==> src/rtl/fact_scheduler_pkg.sv <==
// Shared constants and unit-state type for the factorial job scheduler.
package fact_sched_pkg;
    localparam int NUM_UNITS  = 4;
    localparam int UNIT_IDX_W = $clog2(NUM_UNITS);
    localparam int N_WIDTH    = 4;
    localparam int RES_WIDTH  = 32;

    typedef enum logic [1:0] {
        U_IDLE = 2'd0,
        U_BUSY = 2'd1,
        U_DONE = 2'd2
    } unit_state_e;
endpackage

==> src/rtl/fact_scheduler_if.sv <==
// Request/response, factorial-unit handshake and status bundle for fact_scheduler.
interface fact_scheduler_if;
    import fact_sched_pkg::*;

    logic                           req_valid;
    logic                           req_ready;
    logic [N_WIDTH-1:0]             req_n;
    logic [NUM_UNITS-1:0]           fu_go;
    logic [N_WIDTH-1:0]             fu_n;
    logic [NUM_UNITS-1:0]           fu_done;
    logic [NUM_UNITS*RES_WIDTH-1:0] fu_result;
    logic [NUM_UNITS-1:0]           fu_err;
    logic                           rsp_valid;
    logic                           rsp_ready;
    logic [UNIT_IDX_W-1:0]          rsp_unit;
    logic [RES_WIDTH-1:0]           rsp_result;
    logic                           rsp_err;
    logic [NUM_UNITS-1:0]           busy_mask;
    logic                           protocol_err;

    // The scheduler itself
    modport slave (
        input  req_valid, req_n, fu_done, fu_result, fu_err, rsp_ready,
        output req_ready, fu_go, fu_n, rsp_valid, rsp_unit, rsp_result, rsp_err,
               busy_mask, protocol_err
    );

    // Requester, consumer and factorial units
    modport master (
        output req_valid, req_n, fu_done, fu_result, fu_err, rsp_ready,
        input  req_ready, fu_go, fu_n, rsp_valid, rsp_unit, rsp_result, rsp_err,
               busy_mask, protocol_err
    );
endinterface

==> src/rtl/fact_scheduler_rr_pick.sv <==
// Round-robin picker: first set bit of i_req at or after i_ptr, wrapping.
module rr_pick
    import fact_sched_pkg::*;
#(
    parameter int N = NUM_UNITS,
    parameter int W = UNIT_IDX_W
) (
    input  logic [N-1:0] i_req,
    input  logic [W-1:0] i_ptr,
    output logic [N-1:0] o_gnt,
    output logic [W-1:0] o_idx,
    output logic         o_found
);
    logic [W-1:0] w_cand;

    always_comb begin
        o_gnt   = '0;
        o_idx   = '0;
        o_found = 1'b0;
        w_cand  = '0;
        for (int k = 0; k < N; k++) begin
            // N is a power of two, so the W-bit add wraps modulo N
            w_cand = i_ptr + W'(k);
            if (!o_found && i_req[w_cand]) begin
                o_found       = 1'b1;
                o_idx         = w_cand;
                o_gnt[w_cand] = 1'b1;
            end
        end
    end
endmodule

==> src/rtl/fact_scheduler.sv <==
// Shares NUM_UNITS factorial units among one request stream; round-robin
// dispatch to idle units and round-robin collection of finished results.
module fact_scheduler
    import fact_sched_pkg::*;
(
    input  logic            clk,
    input  logic            rst,
    fact_scheduler_if.slave bus
);
    unit_state_e           r_state     [NUM_UNITS];
    unit_state_e           w_state_nxt [NUM_UNITS];
    logic [RES_WIDTH-1:0]  r_hold_res  [NUM_UNITS];
    logic [NUM_UNITS-1:0]  r_hold_err;
    logic [NUM_UNITS-1:0]  w_idle_mask, w_done_mask, w_disp_gnt, w_col_gnt;
    logic [UNIT_IDX_W-1:0] w_disp_idx, w_col_idx, r_disp_ptr, r_col_ptr;
    logic                  w_disp_found, w_col_found;
    logic                  w_accept, w_rsp_free, w_load, w_perr_set;
    logic [NUM_UNITS-1:0]  r_fu_go;
    logic [N_WIDTH-1:0]    r_fu_n;
    logic                  r_rsp_valid, r_rsp_err, r_perr;
    logic [UNIT_IDX_W-1:0] r_rsp_unit;
    logic [RES_WIDTH-1:0]  r_rsp_result;

    always_comb begin
        w_idle_mask = '0;
        w_done_mask = '0;
        for (int i = 0; i < NUM_UNITS; i++) begin
            w_idle_mask[i] = (r_state[i] == U_IDLE);
            w_done_mask[i] = (r_state[i] == U_DONE);
        end
    end

    rr_pick u_disp_pick (
        .i_req   (w_idle_mask),
        .i_ptr   (r_disp_ptr),
        .o_gnt   (w_disp_gnt),
        .o_idx   (w_disp_idx),
        .o_found (w_disp_found)
    );

    rr_pick u_col_pick (
        .i_req   (w_done_mask),
        .i_ptr   (r_col_ptr),
        .o_gnt   (w_col_gnt),
        .o_idx   (w_col_idx),
        .o_found (w_col_found)
    );

    assign w_accept   = bus.req_valid && bus.req_ready;
    assign w_rsp_free = !r_rsp_valid || bus.rsp_ready;
    assign w_load     = w_rsp_free && w_col_found;

    // Per-unit state machine; a done pulse outside BUSY only flags an error
    always_comb begin
        w_perr_set = 1'b0;
        for (int i = 0; i < NUM_UNITS; i++) begin
            w_state_nxt[i] = r_state[i];
            case (r_state[i])
                U_IDLE: begin
                    if (w_accept && w_disp_gnt[i]) w_state_nxt[i] = U_BUSY;
                    if (bus.fu_done[i])            w_perr_set     = 1'b1;
                end
                U_BUSY: begin
                    if (bus.fu_done[i]) w_state_nxt[i] = U_DONE;
                end
                U_DONE: begin
                    if (w_load && w_col_gnt[i]) w_state_nxt[i] = U_IDLE;
                    if (bus.fu_done[i])         w_perr_set     = 1'b1;
                end
                default: w_state_nxt[i] = U_IDLE;
            endcase
        end
    end

    always_ff @(posedge clk) begin
        if (rst) begin
            for (int i = 0; i < NUM_UNITS; i++) begin
                r_state[i]    <= U_IDLE;
                r_hold_res[i] <= '0;
            end
            r_hold_err <= '0;
        end else begin
            for (int i = 0; i < NUM_UNITS; i++) begin
                r_state[i] <= w_state_nxt[i];
                if (r_state[i] == U_BUSY && bus.fu_done[i]) begin
                    r_hold_res[i] <= bus.fu_result[i*RES_WIDTH +: RES_WIDTH];
                    r_hold_err[i] <= bus.fu_err[i];
                end
            end
        end
    end

    always_ff @(posedge clk) begin
        if (rst) begin
            r_disp_ptr <= '0;
            r_fu_go    <= '0;
            r_fu_n     <= '0;
        end else begin
            r_fu_go <= w_accept ? w_disp_gnt : '0;
            if (w_accept) begin
                r_fu_n     <= bus.req_n;
                r_disp_ptr <= w_disp_idx + 1'b1;
            end
        end
    end

    always_ff @(posedge clk) begin
        if (rst) begin
            r_col_ptr    <= '0;
            r_rsp_valid  <= 1'b0;
            r_rsp_unit   <= '0;
            r_rsp_result <= '0;
            r_rsp_err    <= 1'b0;
            r_perr       <= 1'b0;
        end else begin
            r_perr <= r_perr | w_perr_set;
            if (w_load) begin
                r_rsp_valid  <= 1'b1;
                r_rsp_unit   <= w_col_idx;
                r_rsp_result <= r_hold_res[w_col_idx];
                r_rsp_err    <= r_hold_err[w_col_idx];
                r_col_ptr    <= w_col_idx + 1'b1;
            end else if (w_rsp_free) begin
                r_rsp_valid <= 1'b0;
            end
        end
    end

    assign bus.req_ready    = w_disp_found && !rst;
    assign bus.fu_go        = r_fu_go;
    assign bus.fu_n         = r_fu_n;
    assign bus.rsp_valid    = r_rsp_valid;
    assign bus.rsp_unit     = r_rsp_unit;
    assign bus.rsp_result   = r_rsp_result;
    assign bus.rsp_err      = r_rsp_err;
    assign bus.busy_mask    = ~w_idle_mask;
    assign bus.protocol_err = r_perr;
endmodule

==> src/flat_wrapper.sv <==
// flat-port wrapper written by rule: the top's interface ports become plain ports
module fact_scheduler_flat import fact_sched_pkg::*;
  (clk, rst, bus_req_valid, bus_req_n, bus_fu_done, bus_fu_result, bus_fu_err, bus_rsp_ready, bus_req_ready, bus_fu_go, bus_fu_n, bus_rsp_valid, bus_rsp_unit, bus_rsp_result, bus_rsp_err, bus_busy_mask, bus_protocol_err);
  fact_scheduler_if bus_i ();
  input  logic clk;
  input  logic rst;
  input wire logic [$bits(bus_i.req_valid)-1:0] bus_req_valid;
  input wire logic [$bits(bus_i.req_n)-1:0] bus_req_n;
  input wire logic [$bits(bus_i.fu_done)-1:0] bus_fu_done;
  input wire logic [$bits(bus_i.fu_result)-1:0] bus_fu_result;
  input wire logic [$bits(bus_i.fu_err)-1:0] bus_fu_err;
  input wire logic [$bits(bus_i.rsp_ready)-1:0] bus_rsp_ready;
  output wire logic [$bits(bus_i.req_ready)-1:0] bus_req_ready;
  output wire logic [$bits(bus_i.fu_go)-1:0] bus_fu_go;
  output wire logic [$bits(bus_i.fu_n)-1:0] bus_fu_n;
  output wire logic [$bits(bus_i.rsp_valid)-1:0] bus_rsp_valid;
  output wire logic [$bits(bus_i.rsp_unit)-1:0] bus_rsp_unit;
  output wire logic [$bits(bus_i.rsp_result)-1:0] bus_rsp_result;
  output wire logic [$bits(bus_i.rsp_err)-1:0] bus_rsp_err;
  output wire logic [$bits(bus_i.busy_mask)-1:0] bus_busy_mask;
  output wire logic [$bits(bus_i.protocol_err)-1:0] bus_protocol_err;
  assign bus_i.req_valid = bus_req_valid;
  assign bus_i.req_n = bus_req_n;
  assign bus_i.fu_done = bus_fu_done;
  assign bus_i.fu_result = bus_fu_result;
  assign bus_i.fu_err = bus_fu_err;
  assign bus_i.rsp_ready = bus_rsp_ready;
  assign bus_req_ready = bus_i.req_ready;
  assign bus_fu_go = bus_i.fu_go;
  assign bus_fu_n = bus_i.fu_n;
  assign bus_rsp_valid = bus_i.rsp_valid;
  assign bus_rsp_unit = bus_i.rsp_unit;
  assign bus_rsp_result = bus_i.rsp_result;
  assign bus_rsp_err = bus_i.rsp_err;
  assign bus_busy_mask = bus_i.busy_mask;
  assign bus_protocol_err = bus_i.protocol_err;
  fact_scheduler u_core (.clk(clk), .rst(rst), .bus(bus_i));
endmodule
==> config.mk <==
export PLATFORM = sky130hd
export DESIGN_NAME = fact_scheduler_flat
export DESIGN_NICKNAME = d
export VERILOG_FILES = /design/src/rtl/fact_scheduler_pkg.sv /design/src/rtl/fact_scheduler_if.sv /design/src/rtl/fact_scheduler_rr_pick.sv /design/src/rtl/fact_scheduler.sv /design/src/flat_wrapper.sv
export SDC_FILE = /design/constraint.sdc
export NUM_CORES = 1
export LEC_CHECK = 0
export BUFFER_PORTS_ARGS = -buffer_cell sky130_fd_sc_hd__buf_4
export CORE_ASPECT_RATIO = 0.8
export CORE_UTILIZATION = 55
export DETAILED_ROUTE_END_ITERATION = 16
export HOLD_SLACK_MARGIN = 0.08
export PLACE_DENSITY_LB_ADDON = 0.15
export SYNTH_ARGS = -nofsm -noshare
export SYNTH_HDL_FRONTEND = slang
export SYNTH_SLANG_ARGS = --single-unit
==> constraint.sdc <==
create_clock -name clk -period 5.15 [get_ports clk]
set_input_delay 1.03 -clock clk [delete_from_list [all_inputs] [get_ports clk]]
set_output_delay 1.03 -clock clk [all_outputs]
set_load 0.005 [all_outputs]
==> qor.txt <==
PwrDens: 353 nW/um^2
vias post-DR: 6518
LEAKAGE: 4.79 nW
Synth Cell Area: 8660 um^2
post-CTS setup buffer count: 0
DIE AREA: 16300 um^2
CP peak stage delay: 0.68 ns
vias in the first global route: 6351
met1 Use GR: 37.6%
RD Place Congestion: 0.882
Max-Cap Viols: 0
synth unique cells: 49
Synth Flop Type: edfxtp_1
Die Wd: 142 um
critical path fanouts, max: 34
Clk Latency, worst-skew pair: 0.44 ns
global-route wire length before repair: 33700 um
Tmin final: 3.72 ns
crit start category: register
Setup Skew: 0.0110 ns
Syn Inst Count: 728
Post-Synth Simple-Gate Area: 16.2%
worst-case clock buffer depth: 2
Buf/Inv on CP: 2
setup TNS: 0 ns
Worst EP required: 5.43 ns
Mean Syn Cell Area: 11.9 um^2
gr ovfl total: 0
DR DRC count: 0
EDFF count, synth: 128
Die Ht: 114 um
worst path cell trace: inv_2, ha_1, nand2b_1, o2bb2ai_1, a211oi_2, o311a_1, o32ai_4, buf_4, nor2_4, a21oi_1
post-synthesis adder-cell area fraction: 2.17%
DR WL/cell: 19.8 um
Yosys Warn Count: 0
RSZ-0062 raised after global routing: no
compound-gate portion of the synthesized area: 11.3%
sequential area share after synthesis: 58.5%
total nets after synthesis: 887
met2 global-route usage: 45.6%
DRT antenna net count: 0
Final Power: 3.84 mW
largest family of logic cells by synthesized area: simple AND/OR/NAND/NOR gates
Fin. Hold Viols: 0
slowest CP cell: nor2_4
row count: 40
root buf cell: clkbuf_16
number of synthesized register bits: 189
asr flop ratio synth: 0%
Setup violations, final: 0
DRT iter0 DRCs: 548
DP HPWL: 14900 um
antenna violations before repair: 0
Core Region: 15200 um^2
gr busiest metal: met2
Hold WS: 0.471 ns
outcome: complete, no violations
Max Fclk: 269 MHz
mux contribution to synthesized area: 8.52%
fraction of layout cells with a size suffix above 1: 27.8%
post-synthesis xor/xnor area fraction: 0.202%
Fillers: 1057
Hold Buf Count CTS: 0
actual slew at the worst max-slew pin: 1.18 ns
Pre-antenna DRT Iters: 9
antenna diode count: 0
Starting Density: 56.9%
post-cts gate resize count: 0
Max rail drop VDD: 243 uV
critical path class: register to register
clock sink count: 189
HP Class: register to register
Vias/cell: 5.79
Reg clk slew, reported paths: 0.07 ns
Tcrit/Tclk final: 72.2%
gr usage total: 28.1%
CTS H-tree lvls: 4
I/O Buffers: 193
final core utilization: 71.4%
total wire length: 22300 um
Critical Path End Type: register
Num CTS Buffers: 17
final-report max-slew violation count: 0
Top delay family on crit path: compound AO/OA/AOI/OAI gates
number of nets in the layout: 1061
I/O Pins: 194
pin count of the biggest net entering global routing: 70
CTS tree: yes
Critical Path AT: 4.00 ns
Worst slew margin: 21.4%
M3 GR Usage: 5.69%
Area growth, synth to finish: 25.5%
## worst paths after layout
| check | start | end | slack (ns) | cells past startpoint |
|---|---|---|---|---|
| min reg2reg | u_core.r_hold_err[2]$_SDFFE_PP0P_ | u_core.r_hold_err[2]$_SDFFE_PP0P_ | 0.47 | 2 |
| max | u_core.r_col_ptr[0]$_SDFFE_PP0P_ | u_core.bus.rsp_result[18]$_SDFFE_PP0P_ | 1.43 | 10 |
| max reg2reg | u_core.r_col_ptr[0]$_SDFFE_PP0P_ | u_core.bus.rsp_result[18]$_SDFFE_PP0P_ | 1.43 | 10 |
| min | u_core.r_hold_err[2]$_SDFFE_PP0P_ | u_core.r_hold_err[2]$_SDFFE_PP0P_ | 0.47 | 2 |
## cell type report
cell class | instances | area [um^2] | area share, %
sequential | 189 | 5060 | 46.6
clock buffer | 19 | 453 | 4.17
timing repair buffer | 200 | 1500 | 13.8
clock inverter | 13 | 120 | 1.10
inverter | 20 | 75.1 | 0.691
tap | 210 | 263 | 2.42
multi-input combinational | 474 | 3390 | 31.2
## synthesized netlist by cell type (2+ instances only)
cell / count / area [um^2]
mux4_2: 3 / 67.6
a21oi_1: 50 / 250
buf_1: 2 / 7.51
o311a_1: 2 / 20.0
nor2_1: 48 / 180
nand2_1: 21 / 78.8
o31ai_1: 2 / 15.0
dfxtp_1: 61 / 1220
buf_2: 11 / 55.1
inv_1: 19 / 71.3
a222oi_1: 9 / 90.1
nand3b_1: 7 / 52.6
and3_1: 2 / 12.5
o21bai_1: 2 / 15.0
clkbuf_1: 30 / 113
nor2b_1: 4 / 25.0
ha_1: 15 / 188
a211oi_1: 5 / 37.5
or2_2: 2 / 12.5
a311o_1: 33 / 330
edfxtp_1: 128 / 3840
mux2i_1: 67 / 671
o211ai_1: 2 / 15.0
o21ai_0: 16 / 80.1
nor4_1: 8 / 50.1
nand2b_1: 7 / 43.8
nand3_1: 6 / 30.0
a21o_1: 4 / 30.0
and2_1: 128 / 801
nor3_1: 15 / 75.1
## tightest hold or removal path: stages (launching register included)
cell and delay (ns):
dfxtp_1 0.31, inv_1 0.04, o21ai_0 0.07
## routing by layer
layer | vias up | part of all wire [%]
met5 | - | 0
met4 | 0 | 1.8
met3 | 37 | 6.9
met2 | 312 | 48
met1 | 3155 | 43
li1 | 3014 | -
## through the flow
step	setup WS, ns	area (um^2)	cells
detailed placement	1.48	10300	1093
floorplan	2.08	8660	728
global placement	1.76	10300	1093
CTS	1.49	10900	1125
global route	1.16	10900	1125
finish	1.43	10900	1125
## sequential cells by signal, indices dropped and copies added (netlist names)
signal,flops
u_core.r_state,8
u_core.r_disp_ptr,2
u_core.bus.fu_n,4
u_core.bus.rsp_err,1
u_core.r_hold_err,4
u_core.bus.rsp_valid,1
u_core.bus.fu_go,4
u_core.bus.protocol_err,1
u_core.r_hold_res,128
u_core.r_col_ptr,2
u_core.bus.rsp_unit,2
u_core.bus.rsp_result,32
## logic make-up (layout without fill, tap and decap cells)
group | after synthesis | in the layout
simple gates | 253 | 253
flops | 189 | 189
compound gates | 134 | 134
mux | 70 | 70
buf+inv | 65 | 252
fa+ha+maj | 15 | 15
xor+xnor | 2 | 2
## cells in the final DEF, fill, tap and decap left out, types with 4 or more instances in the layout
cell type / synthesis / layout
dfxtp_1: 61 / 61
nand3_1: 6 / 6
nor3_1: 15 / 12
nor4_1: 8 / 8
clkinv_4: 0 / 5
a311o_1: 33 / 33
clkbuf_16: 0 / 17
a211oi_1: 5 / 5
mux2i_1: 67 / 67
o21ai_0: 16 / 16
inv_1: 19 / 19
inv_6: 0 / 4
buf_4: 1 / 200
and2_1: 128 / 128
ha_1: 15 / 15
nand3b_1: 7 / 7
nor2_1: 48 / 47
nand2b_1: 7 / 6
nand2_1: 21 / 20
a21o_1: 4 / 4
a222oi_1: 9 / 9
a21oi_1: 50 / 50
edfxtp_1: 128 / 128
## where the power goes
part	total (mW)	switching [mW]	internal, mW
sequential	1.84	0.0931	1.75
clock	1.28	0.612	0.664
combinational	0.728	0.389	0.338
Power figures use the tool's default switching activity.
